--- src/rtl/serial_comparator_ctrl.sv ---
// ---------------------------------------------------------------------------
// serial_comparator_ctrl
//
// Bit-serial unsigned magnitude comparator. On an accepted start the two
// operands are captured into shift registers. One comparator_1bit slice then
// inspects one bit pair per clock, MSB first. The gt/lt/eq verdict is
// registered and is announced with a single-cycle done pulse. This trades
// latency for area on slow control paths.
//
// Parameters
//   WIDTH       operand width in bits (>= 1)
//   EARLY_EXIT  1: stop at the first differing bit
//               0: always walk all WIDTH bits
//
// Ports
//   clk      in   1      rising-edge clock
//   rst_n    in   1      synchronous reset, active-low
//   start    in   1      compare request, accepted only while idle
//   A, B     in   WIDTH  unsigned operands, sampled on the accept edge only
//   busy     out  1      high while comparing and during the done cycle
//   done     out  1      one-cycle pulse, verdict valid
//   A_gt_B   out  1      registered verdict A > B
//   A_lt_B   out  1      registered verdict A < B
//   A_eq_B   out  1      registered verdict A == B
// ---------------------------------------------------------------------------
module comparator_1bit (
    input  logic a,
    input  logic b,
    output logic gt,
    output logic lt,
    output logic eq
);
    assign gt = a & ~b;
    assign lt = ~a & b;
    assign eq = ~(a ^ b);
endmodule

module serial_comparator_ctrl #(
    parameter int WIDTH      = 8,
    parameter int EARLY_EXIT = 1
) (
    input  logic             clk,
    input  logic             rst_n,
    input  logic             start,
    input  logic [WIDTH-1:0] A,
    input  logic [WIDTH-1:0] B,
    output logic             busy,
    output logic             done,
    output logic             A_gt_B,
    output logic             A_lt_B,
    output logic             A_eq_B
);
    localparam int IDX_W = (WIDTH > 1) ? $clog2(WIDTH) : 1;
    localparam logic [IDX_W-1:0] IDX_MSB = IDX_W'(WIDTH - 1);

    typedef enum logic [1:0] {
        IDLE    = 2'd0,
        COMPARE = 2'd1,
        DONE    = 2'd2
    } state_t;

    state_t           state, state_next;
    logic [WIDTH-1:0] shift_a, shift_a_next;
    logic [WIDTH-1:0] shift_b, shift_b_next;
    logic [IDX_W-1:0] bit_idx, idx_next;
    logic             rec_gt, rec_gt_next;
    logic             rec_lt, rec_lt_next;
    logic             gt_q, gt_next;
    logic             lt_q, lt_next;
    logic             eq_q, eq_next;
    logic             bit_gt, bit_lt, bit_eq;

    // The single comparator slice always looks at the current MSB of the
    // shift registers; shifting left walks it down the operands.
    comparator_1bit u_cmp (
        .a  (shift_a[WIDTH-1]),
        .b  (shift_b[WIDTH-1]),
        .gt (bit_gt),
        .lt (bit_lt),
        .eq (bit_eq)
    );

    // State and datapath registers. Reset drops any run in progress and
    // clears the verdict; everything else just takes the computed next values.
    always_ff @(posedge clk) begin
        if (!rst_n) begin
            state   <= IDLE;
            shift_a <= '0;
            shift_b <= '0;
            bit_idx <= '0;
            rec_gt  <= 1'b0;
            rec_lt  <= 1'b0;
            gt_q    <= 1'b0;
            lt_q    <= 1'b0;
            eq_q    <= 1'b0;
        end else begin
            state   <= state_next;
            shift_a <= shift_a_next;
            shift_b <= shift_b_next;
            bit_idx <= idx_next;
            rec_gt  <= rec_gt_next;
            rec_lt  <= rec_lt_next;
            gt_q    <= gt_next;
            lt_q    <= lt_next;
            eq_q    <= eq_next;
        end
    end

    // Next-state and datapath control. rec_gt/rec_lt remember the first
    // difference seen when the full scan is used, so later bits cannot
    // overturn a decision made at a more significant position.
    always_comb begin
        state_next   = state;
        shift_a_next = shift_a;
        shift_b_next = shift_b;
        idx_next     = bit_idx;
        rec_gt_next  = rec_gt;
        rec_lt_next  = rec_lt;
        gt_next      = gt_q;
        lt_next      = lt_q;
        eq_next      = eq_q;

        case (state)
            IDLE: begin
                if (start) begin
                    shift_a_next = A;
                    shift_b_next = B;
                    idx_next     = IDX_MSB;
                    rec_gt_next  = 1'b0;
                    rec_lt_next  = 1'b0;
                    gt_next      = 1'b0;
                    lt_next      = 1'b0;
                    eq_next      = 1'b0;
                    state_next   = COMPARE;
                end
            end

            COMPARE: begin
                if ((EARLY_EXIT != 0) && !bit_eq) begin
                    gt_next    = bit_gt;
                    lt_next    = bit_lt;
                    state_next = DONE;
                end else begin
                    if (!bit_eq && !rec_gt && !rec_lt) begin
                        rec_gt_next = bit_gt;
                        rec_lt_next = bit_lt;
                    end
                    if (bit_idx == '0) begin
                        gt_next    = rec_gt_next;
                        lt_next    = rec_lt_next;
                        eq_next    = ~(rec_gt_next | rec_lt_next);
                        state_next = DONE;
                    end else begin
                        shift_a_next = shift_a << 1;
                        shift_b_next = shift_b << 1;
                        idx_next     = bit_idx - IDX_W'(1);
                    end
                end
            end

            DONE: begin
                state_next = IDLE;
            end

            default: begin
                state_next = IDLE;
            end
        endcase
    end

    assign busy   = (state != IDLE);
    assign done   = (state == DONE);
    assign A_gt_B = gt_q;
    assign A_lt_B = lt_q;
    assign A_eq_B = eq_q;

endmodule

--- config.mk ---
export PLATFORM = sky130hd
export DESIGN_NAME = serial_comparator_ctrl
export DESIGN_NICKNAME = d
export VERILOG_FILES = /design/src/rtl/serial_comparator_ctrl.sv
export SDC_FILE = /design/constraint.sdc
export NUM_CORES = 1
export LEC_CHECK = 0
export ABC_AREA = 1
export CAP_MARGIN = 20
export CORE_MARGIN = 2
export CORE_UTILIZATION = 55
export CTS_BUF_LIST = sky130_fd_sc_hd__clkbuf_4 sky130_fd_sc_hd__clkbuf_8
export CTS_CLUSTER_DIAMETER = 120
export DETAILED_ROUTE_END_ITERATION = 16
export PLACE_DENSITY = 0.81
export SYNTH_ARGS = -nofsm -noshare
export SYNTH_HDL_FRONTEND = slang
export SYNTH_SLANG_ARGS = --single-unit
export TNS_END_PERCENT = 30
--- constraint.sdc ---
create_clock -name clk -period 1.8 [get_ports clk]
set_input_delay 0.36 -clock clk [delete_from_list [all_inputs] [get_ports clk]]
set_output_delay 0.36 -clock clk [all_outputs]
set_load 0.05 [all_outputs]
* Word level (Yosys, flattened, before mapping) *
Cells that the tools add are included.

operators by class
  add/subtract/negate cells = 1
  equal/unequal tests = 7
  multiplexer cells = 36
  bitwise operators = 7
  reductions and logical operators = 13

operators with widths
  kind                                               number
  2-to-1 mux 8 bit                                   6
  one-hot mux 8 bit (2 select lines)                 2
  2-to-1 mux 1 bit                                   15
  one-hot mux 1 bit (2 select lines)                 5
  2-to-1 mux 3 bit                                   3
  != test 2 bit (second input constant)              4
  AND reduction 4 bit                                2
  2-to-1 mux 2 bit                                   3
  one-hot mux 3 bit (2 select lines)                 1
  AND reduction 3 bit                                2
  one-hot mux 2 bit (2 select lines)                 1
  nonzero test 2 bit                                 2
  zero test 3 bit                                    1
  != test 3 bit (second input constant)              1
  inverter 1 bit                                     3
  subtractor 3 x 1 -> 3 bit (second input constant)  1
  bitwise AND 1 bit                                  2
  == test 2 x 1 -> 1 bit (second input constant)     1
  == test 2 bit (second input constant)              1
  logical AND 1 bit                                  2
  zero test 1 bit                                    2
  zero test 2 bit                                    1
  AND reduction 2 bit                                1
  OR 1 bit                                           1
  bitwise XOR 1 bit                                  1

storage, ports and cells
  register bits = 26
  input port bits = 19
  logic and storage cells = 73

* Logic depth before layout (Yosys ltp) *
Gate-level depths: netlist of the first run.

  word-level depth = 11
  depth in mapped cells = 10
  mapped depth without buffers = 9

* Modules after synthesis *
From an unflattened synthesis of the first run, not the netlist that was laid out.

unflattened totals
  cell total of the unflattened synthesis = 203
  area total of the unflattened synthesis = 1343.8 sq um

modules (own cells, without submodules)
  module                  instances  cells each  area an instance (sq um)  seq. area each (sq um)
  serial_comparator_ctrl  1          199         1311.3                    520.5
  comparator_1bit         1          4           32.5                      0.0

* Worst setup path after synthesis of the first run *
No wires, ideal clock.

  path kind = reg2out
  from = reg state[1]
  to = out done
  arrival = 1.153 ns
  required time = 1.440 ns
  path slack = 0.287 ns
  stages on the path, launching flop included = 3
  path buffers = 0
  cell sequence = dfxtp_1 inv_2 nor2_1

between the ends
  cells in the longest elaborated chain, start to end = 1

RTL lines
  item                      RTL line  RTL
  start: declaration        62        state_t state, state_next;
  start signal: assignment  97        state <= state_next;
  == test 2 bit             172       assign done = (state == DONE);
  end: declaration          48        output logic done,

No other way between the ends.

* Worst setup path after layout of the first run *
Same ends and word-level chain as after synthesis.

==> impl_metrics.tcl, run 1 <==
set metrics [dict create \
    grt.total_usage_pct 17.7 \
    fin_cells 268 \
    hold_viol_final 0 \
    clk_latency_ns 0.32 \
    status "finished clean" \
    period_needed_ns 1.63 \
    drcViolationCount 0 \
    dpl_cell_area_mm2 0.00173 \
    crit_start "state[1]" \
    synthCells 217 \
    setup_viol_count_final 0 \
    n_antenna_cell 0 \
    synthDominantAreaCellType "dfxtp_1" \
    async_flop_share_pct 0 \
    tightest_slew_ns 0.381 \
    clk_pin_slew_ns 0.14 \
    antenna_found_initial 0 \
    synth_edf_count 0 \
    synthMuxAreaShare_pct 0 \
    synth_most_common_cell "nand2_1" \
    vias 1255 \
    utilization_pct 65.3 \
    root_buffer "clkbuf_4" \
    io_buffers 23 \
    netlist_area_mm2 0.00153 \
    grt_first_pass_wirelength_um 4560 \
    path_delay_family "flip-flops" \
    synth_top_family_by_area "simple AND/OR/NAND/NOR gates" \
    synth_flop_cell "dfxtp_1" \
    min_period_over_period_pct 90.5 \
    cts_tree "yes" \
    cts_setup_buffers 0 \
    synth_cell_type_count 22 \
    die_h_um 56.7 \
    ctsResizeCount 0 \
    drive_above_1_share_pct 24.1 \
    hpwl_um 1830 \
    hold_class "register to register" \
    worstPathMaxFanout 4 \
    synth_xor_area_share_pct 0 \
    clock-sinks 26 \
    io_pins 24 \
    wl_per_cell_um 9.51 \
    cts_buffers 3 \
    fmax_mhz 614 \
    dieArea_mm2 0.00322 \
    maxCapViolCount 0 \
    core_mm2 0.00271 \
    maxSlewHeadroom_pct 74.6 \
    synthSimpleGateAreaFrac_pct 43.7 \
    critPathMaxStageDelay_ns 0.49 \
    drv_slew 0 \
    yosys.area_share.adder_pct 3.27 \
    rows 19 \
    post-place-cells 264 \
    fin_tns_setup_ns 0 \
    ant_nets 0 \
    rsz0062_at_grt "no" \
    power.density_mw_per_mm2 1130 \
    cp_num_buf_inv 2 \
    critPathKind "register to output pin" \
    yosysSeqAreaShare_pct 34.0 \
    hp-start "A_gt_B" \
    die_w_um 56.7 \
    slowest_stage "dfxtp_1" \
    hold_buffers 0 \
    cp_cell_sequence "inv_2 -> nor2_1 -> buf_12" \
    synth_compound_area_share_pct 6.05 \
    place.gp.congestion 0.780 \
    grt_max_degree 34 \
    synth_common_cells "49 x nand2_1, 29 x nor2_1, 27 x inv_1" \
    routed_via_density 4.68 \
    synth_top_area_share_pct 34.0 \
    drt-initial-drc-count 20 \
    reg2reg_from "shift_b[7]" \
    crit_path_start_kind "register" \
    synth_nets 240 \
    grt_overflow 0 \
    grt_pass1_vias 1120 \
    final_area_mm2 0.00177 \
    p_leak_nw 0.852 \
    htreeDepth 1 \
    clockBufferDepth 2 \
    area_delta_synth_final_pct 15.7 \
    initial_core_util_pct 56.5 \
    nets 261 \
    yosysWarnings 0 \
    required_ns 1.44 \
    ys_seq_elements 26 \
    drt-pass1-iter-count 4 \
    finalClockSkew_ns 0.00694 \
    ir_worst_vdd_mv 0.789 \
    cp_data_arrival_time_ns 1.27 \
    wl_um 2550 \
    avgSynthCellArea_um2 7.05 \
    cp-end-kind "output pin" \
    synth_area_leaders "dfxtp_1 34%, nand2_1 12%, nand2_2 8.2%, nor2_1 7.1%, inv_1 6.6%" \
]
[cell families after synthesis]
kind of cell | after synthesis
and+or+nand+nor | 131
buffers and inverters | 38
DFF | 26
AOI/OAI and AO/OA | 18
adders and majority gates | 4
[cell type report]
| cell class | count | area (um^2) |
|---|---|---|
| tap | 31 | 38.8 |
| clock buffer | 4 | 36.3 |
| fill | 239 | 940 |
| inverter | 30 | 113 |
| timing repair buffer | 24 | 250 |
| sequential | 26 | 520 |
| multi-input combinational | 153 | 812 |
[per-layer routing]
| metal | wire length, um | part of all wire, % | global-route usage [%] |
|---|---|---|---|
| met3 | 69 | 2.7 | 2.07 |
| met5 | 0 | 0 | 0 |
| met4 | 21 | 0.82 | 6.98 |
| met2 | 1220 | 48 | 29.9 |
| met1 | 1230 | 48 | 22.8 |
[metrics by stage]
| step | power, W | setup slack (ns) | hold slack (ns) |
|---|---|---|---|
| 2_1_floorplan | 0.00160 | 0.287 | 0.444 |
| 3_3_place_gp | 0.00170 | 0.249 | 0.457 |
| 3_5_place_dp | 0.00172 | 0.233 | 0.466 |
| 4_1_cts | 0.00202 | 0.154 | 0.486 |
| 5_1_grt | 0.00216 | 0.0964 | 0.512 |
| 6_report | 0.00199 | 0.170 | 0.482 |
[registers in the layout (all words and copies together) (netlist names)]
register	cells
rec_lt	1
A_eq_B	1
A_gt_B	1
rec_gt	1
state	2
shift_b	8
bit_idx	3
A_lt_B	1
shift_a	8
[worst reg2reg max path: stages (launching register included)]
cell and delay [ns]:
dfxtp_1 0.36, inv_1 0.06, ha_1 0.39, nand3_2 0.14
nand2_4 0.13, nand2_8 0.17, nor2_1 0.19, nor2_2 0.05
[final timing paths]
| check | end | cells after the start | slack [ns] |
|---|---|---|---|
| setup / recovery | done | 3 | 0.17 |
| hold / removal | A_gt_B | 2 | 0.48 |
| setup reg to reg | shift_a[3] | 7 | 0.23 |
| hold reg to reg | A_gt_B | 2 | 0.48 |
[cells in the final DEF, fill, tap and decap left out, types with 3 or more instances in the layout]
cell / n
ha_1: 4
o21ai_0: 13
inv_2: 3
a21oi_1: 4
dfxtp_1: 26
nand3_1: 8
buf_4: 4
nand2_4: 6
clkbuf_4: 3
nand2_2: 20
clkdlybuf4s50_1: 18
nand2_1: 49
inv_1: 27
nor2_1: 29
nor2_2: 14
[where the power goes]
group	leakage, nW	switching [W]	internal [W]
clock network	0.0210	0.000169	0.000124
logic	0.616	0.000606	0.000342
registers	0.215	0.0000570	0.000694
(Power assumes the default switching activity.)
==> inputs of run 2 (changes only) <==
CORE_UTILIZATION = 65   (was 55)
DONT_BUFFER_PORTS = 1   (was unset)
SLEW_MARGIN = 20   (was unset)
==> impl_metrics.tcl, run 2 (synthesis gave the netlist of run 1 again) <==
set metrics [dict create \
    io_pins 24 \
    top_regs "shift_a x8, shift_b x8, bit_idx x3" \
    min_period_over_period_pct 93.8 \
    final_cell_mix "49 x nand2_1, 29 x nor2_1, 27 x inv_1" \
    grt_use_met3_pct 2.86 \
    critPathMaxStageDelay_ns 0.60 \
    n_antenna_cell 0 \
    clk_latency_ns 0.31 \
    seqCellArea_um2 520 \
    rsz0062_at_grt "no" \
    status "finished clean" \
    hp-start "rst_n" \
    final_common_cell "nand2_1" \
    worstRegToRegCells 7 \
    wl_um 2530 \
    cts_buffers 3 \
    drt-pass1-iter-count 4 \
    power.total_w 0.00185 \
    drcViolationCount 0 \
    ir_worst_vdd_mv 0.702 \
    power.density_mw_per_mm2 1230 \
    hold_buffers 0 \
    htreeDepth 1 \
    cp_cell_sequence "nor2_2 -> inv_1" \
    period_needed_ns 1.69 \
    grt_pass1_vias 1149 \
    hpwl_um 1840 \
    core_mm2 0.00221 \
    clk_pin_slew_ns 0.14 \
    routed_via_density 5.08 \
    grt_overflow 0 \
    grtUsageMet1_pct 25.0 \
    die_w_um 52.5 \
    use_met2_pct 39.4 \
    fmax_mhz 592 \
    fin_ws_ns 0.111 \
    cp-end-kind "output pin" \
    finalClockSkew_ns 0.00415 \
    cts_setup_buffers 0 \
    cts_tree "yes" \
    rows 17 \
    path_delay_family "flip-flops" \
    worstPathMaxFanout 8 \
    p_comb_share_pct 44.1 \
    clock-sinks 26 \
    drt-initial-drc-count 25 \
    place.gp.congestion 0.802 \
    cp_num_buf_inv 1 \
    power_frac_clock_pct 13.1 \
    fin_tns_setup_ns 0 \
    nFillCells 221 \
    grt_first_pass_wirelength_um 4500 \
    wl_per_cell_um 10.5 \
    dieArea_mm2 0.00276 \
    critPathKind "register to output pin" \
    hold_viol_final 0 \
    drv_slew 0 \
    grt_max_degree 34 \
    p_leak_nw 0.742 \
    reg2reg_from "shift_b[7]" \
    cp_data_arrival_time_ns 1.33 \
    maxCapViolCount 0 \
    setup_viol_count_final 0 \
    initial_core_util_pct 69.2 \
    multiInputGateArea_um2 812 \
    power.switching_w 0.000814 \
    required_ns 1.44 \
    whs_ns 0.146 \
    pre_cts_ws_ns 0.245 \
    area_delta_synth_final_pct -1.31 \
    crit_path_start_kind "register" \
    hold_class "primary input to register" \
    r2r_slack_ns 0.21 \
    switching_share_pct 43.9 \
    nets 238 \
    seqPwrFrac_pct 42.8 \
    post-place-cells 238 \
    antenna_found_initial 0 \
    vias 1225 \
    tightest_slew_ns 0.513 \
    grt.total_usage_pct 21.6 \
    fin_cells 241 \
    ant_nets 0 \
    whs_endpoint "shift_a[2]" \
    holdPathStages 2 \
    root_buffer "clkbuf_4" \
    maxSlewHeadroom_pct 65.7 \
    grt_most_used_layer "met2" \
    slowest_stage "dfxtp_1" \
    drive_above_1_share_pct 23.9 \
    ctsResizeCount 0 \
    r2r_end "shift_a[2]" \
    die_h_um 52.5 \
    io_buffers 0 \
    intPower_w 0.00104 \
    clockBufferDepth 2 \
]
## run 2: per-layer routing
| metal | part of all wire, % | wire [um] | vias to the layer above |
|---|---|---|---|
| met1 | 47 | 1200 | 561 |
| met5 | 0 | 0 | - |
| met2 | 48 | 1220 | 18 |
| met3 | 3.2 | 81 | 4 |
| li1 | - | - | 642 |
| met4 | 1.2 | 31 | 0 |
## run 2: cell type report
| class | instances | area share [%] |
|---|---|---|
| clock buffer | 3 | 1.49 |
| tap | 28 | 2.32 |
| inverter | 30 | 7.46 |
| sequential | 26 | 34.5 |
| multi-input combinational | 153 | 53.8 |
| timing repair buffer | 1 | 0.497 |
## run 2: power by group through the flow
stage | Clock [W] | Combinational, W | Sequential, W
2_1_floorplan | 0 | 0.000816 | 0.000783
3_3_place_gp | 0 | 0.000783 | 0.000802
3_5_place_dp | 0 | 0.000816 | 0.000807
4_1_cts | 0.000250 | 0.000821 | 0.000793
5_1_grt | 0.000265 | 0.000947 | 0.000803
6_report | 0.000243 | 0.000817 | 0.000793
## run 2: how the worst max path moves through the flow
stage / cells after the start / slack, ns / from / end
6_report: 2 / 0.11 / state[0] / busy
5_1_grt: 2 / 0.06 / state[0] / busy
4_1_cts: 2 / 0.11 / state[0] / busy
3_5_place_dp: 7 / 0.25 / shift_b[7] / shift_a[2]
3_3_place_gp: 7 / 0.32 / shift_b[7] / shift_b[7]
2_1_floorplan: 2 / 0.29 / state[1] / done
## run 2: through the flow
stage	util (%)	instance area (um^2)
global route	68.3	1510
floorplan	-	1530
finish	68.3	1510
CTS	68.3	1510
global placement	67.3	1490
detailed placement	67.3	1490
## run 2: worst reg2reg max path, stage by stage (launching register included)
cell and delay (ns):
dfxtp_1 0.36, inv_1 0.07, ha_1 0.39, nand3_2 0.13
nand2_4 0.14, nand2_8 0.17, nor2_1 0.20, nor2_2 0.05
==> inputs of run 3 (changes only) <==
CORE_UTILIZATION = 50   (was 65)
PLACE_DENSITY = unset   (was 0.81)
==> impl_metrics.tcl, run 3 (synthesis gave the netlist of run 1 again) <==
set metrics [dict create \
    r2r_slack_ns 0.23 \
    r2r_end "shift_b[6]" \
    dpl_cell_area_mm2 0.00149 \
    hp-start "rst_n" \
    rsz0062_at_grt "no" \
    drcViolationCount 0 \
    final_area_mm2 0.00153 \
    finalClockSkew_ns 0.00606 \
    slowest_stage "dfxtp_1" \
    drt-initial-drc-count 37 \
    cp_cell_sequence "nor2_2 -> inv_1" \
    critPathKind "register to output pin" \
    cp-end-kind "output pin" \
    reg2reg_from "shift_b[7]" \
    tightest_slew_ns 0.512 \
    post-place-cells 243 \
    dieArea_mm2 0.00352 \
    drive_above_1_share_pct 24.3 \
    maxSlewHeadroom_pct 65.8 \
    nets 238 \
    ctsResizeCount 0 \
    top_regs "shift_a x8, shift_b x8, bit_idx x3" \
    critPathMaxStageDelay_ns 0.59 \
    status "finished clean" \
    final_cell_mix "49 x nand2_1, 29 x nor2_1, 27 x inv_1" \
    core_mm2 0.00298 \
    io_buffers 0 \
    p_comb_share_pct 42.7 \
    p_leak_nw 0.749 \
    period_needed_ns 1.69 \
    grt_first_pass_wirelength_um 4720 \
    grt_overflow 0 \
    intPower_w 0.00108 \
    hold_viol_final 0 \
    grt_pass1_vias 1159 \
    ir_worst_vdd_mv 0.407 \
    switching_share_pct 43.1 \
    hpwl_um 1970 \
    whs_endpoint "shift_b[5]" \
    grt_max_degree 34 \
    clockBufferDepth 2 \
    hold_class "primary input to register" \
    die_h_um 59.3 \
    die_w_um 59.3 \
    crit_path_start_kind "register" \
    power.switching_w 0.000820 \
    setup_viol_count_final 0 \
    ant_nets 0 \
    drv_slew 0 \
    utilization_pct 51.4 \
    wl_per_cell_um 10.8 \
    cts_tree "yes" \
    power.density_mw_per_mm2 1240 \
    antenna_found_initial 0 \
    worstRegToRegCells 7 \
    cp_data_arrival_time_ns 1.33 \
    fmax_mhz 593 \
    initial_core_util_pct 51.4 \
    htreeDepth 1 \
    power_frac_clock_pct 15.7 \
    grt.total_usage_pct 17.3 \
    fin_ws_ns 0.113 \
    routed_via_density 4.83 \
    root_buffer "clkbuf_4" \
    area_delta_synth_final_pct 0.000131 \
    cts_buffers 3 \
    drt-pass1-iter-count 4 \
    n_antenna_cell 0 \
    final_common_cell "nand2_1" \
    clk_latency_ns 0.32 \
    place.gp.congestion 0.866 \
    seqPwrFrac_pct 41.5 \
    clk_pin_slew_ns 0.15 \
    min_period_over_period_pct 93.7 \
    hold_buffers 0 \
    fin_tns_setup_ns 0 \
    required_ns 1.44 \
    clock-sinks 26 \
    holdPathStages 2 \
    io_pins 24 \
    maxCapViolCount 0 \
    fin_cells 247 \
    wl_um 2670 \
    worstPathMaxFanout 8 \
    cts_setup_buffers 0 \
    rows 20 \
    vias 1192 \
    pre_cts_ws_ns 0.237 \
]
## run 3: cell types whose count changed in the layout (fill, tap and decap cells not counted)
cell	delta
clkbuf_8	+1
## run 3: metrics by stage
stage / hold WS [ns] / total power [W]
2_1_floorplan: 0.444 / 0.00160
3_3_place_gp: 0.457 / 0.00160
3_5_place_dp: 0.467 / 0.00163
4_1_cts: 0.128 / 0.00193
5_1_grt: 0.117 / 0.00208
6_report: 0.143 / 0.00190
## run 3: power groups by stage
| stage | registers (W) | clock network (W) | logic (W) |
|---|---|---|---|
| 6_report | 0.000792 | 0.000299 | 0.000814 |
| 3_5_place_dp | 0.000807 | 0 | 0.000823 |
| 2_1_floorplan | 0.000783 | 0 | 0.000816 |
| 3_3_place_gp | 0.000804 | 0 | 0.000795 |
| 5_1_grt | 0.000804 | 0.000334 | 0.000937 |
| 4_1_cts | 0.000793 | 0.000310 | 0.000828 |
## run 3: worst max path at each step
stage | from | end | slack [ns] | cells past startpoint
2_1_floorplan | state[1] | done | 0.29 | 2
3_3_place_gp | shift_b[7] | shift_b[6] | 0.30 | 7
3_5_place_dp | shift_b[7] | shift_a[6] | 0.24 | 7
4_1_cts | state[0] | busy | 0.1 | 2
5_1_grt | state[0] | busy | 0.04 | 2
6_report | state[0] | busy | 0.11 | 2
## run 3: area by class of cell
| type | instances | area, um^2 |
|---|---|---|
| clock buffer | 4 | 36.3 |
| timing repair buffer | 1 | 7.51 |
| multi-input combinational | 153 | 812 |
| sequential | 26 | 520 |
| inverter | 30 | 113 |
| fill | 310 | 1450 |
| tap | 33 | 41.3 |
## run 3: critical path, delay by kind of cell, from the launching register on
| family | cells | cell delay, ns |
|---|---|---|
| flops | 1 | 0.59 |
| buf+inv | 1 | 0.33 |
| simple gates | 1 | 0.08 |
## run 3: metal layers
| metal | vias up | part of all wire, % | track usage, % |
|---|---|---|---|
| met5 | - | 0 | 0 |
| met4 | 0 | 0.71 | 6.82 |
| met3 | 2 | 2.4 | 2.62 |
| met2 | 14 | 47 | 29.5 |
| met1 | 533 | 50 | 21.8 |
| li1 | 643 | - | - |
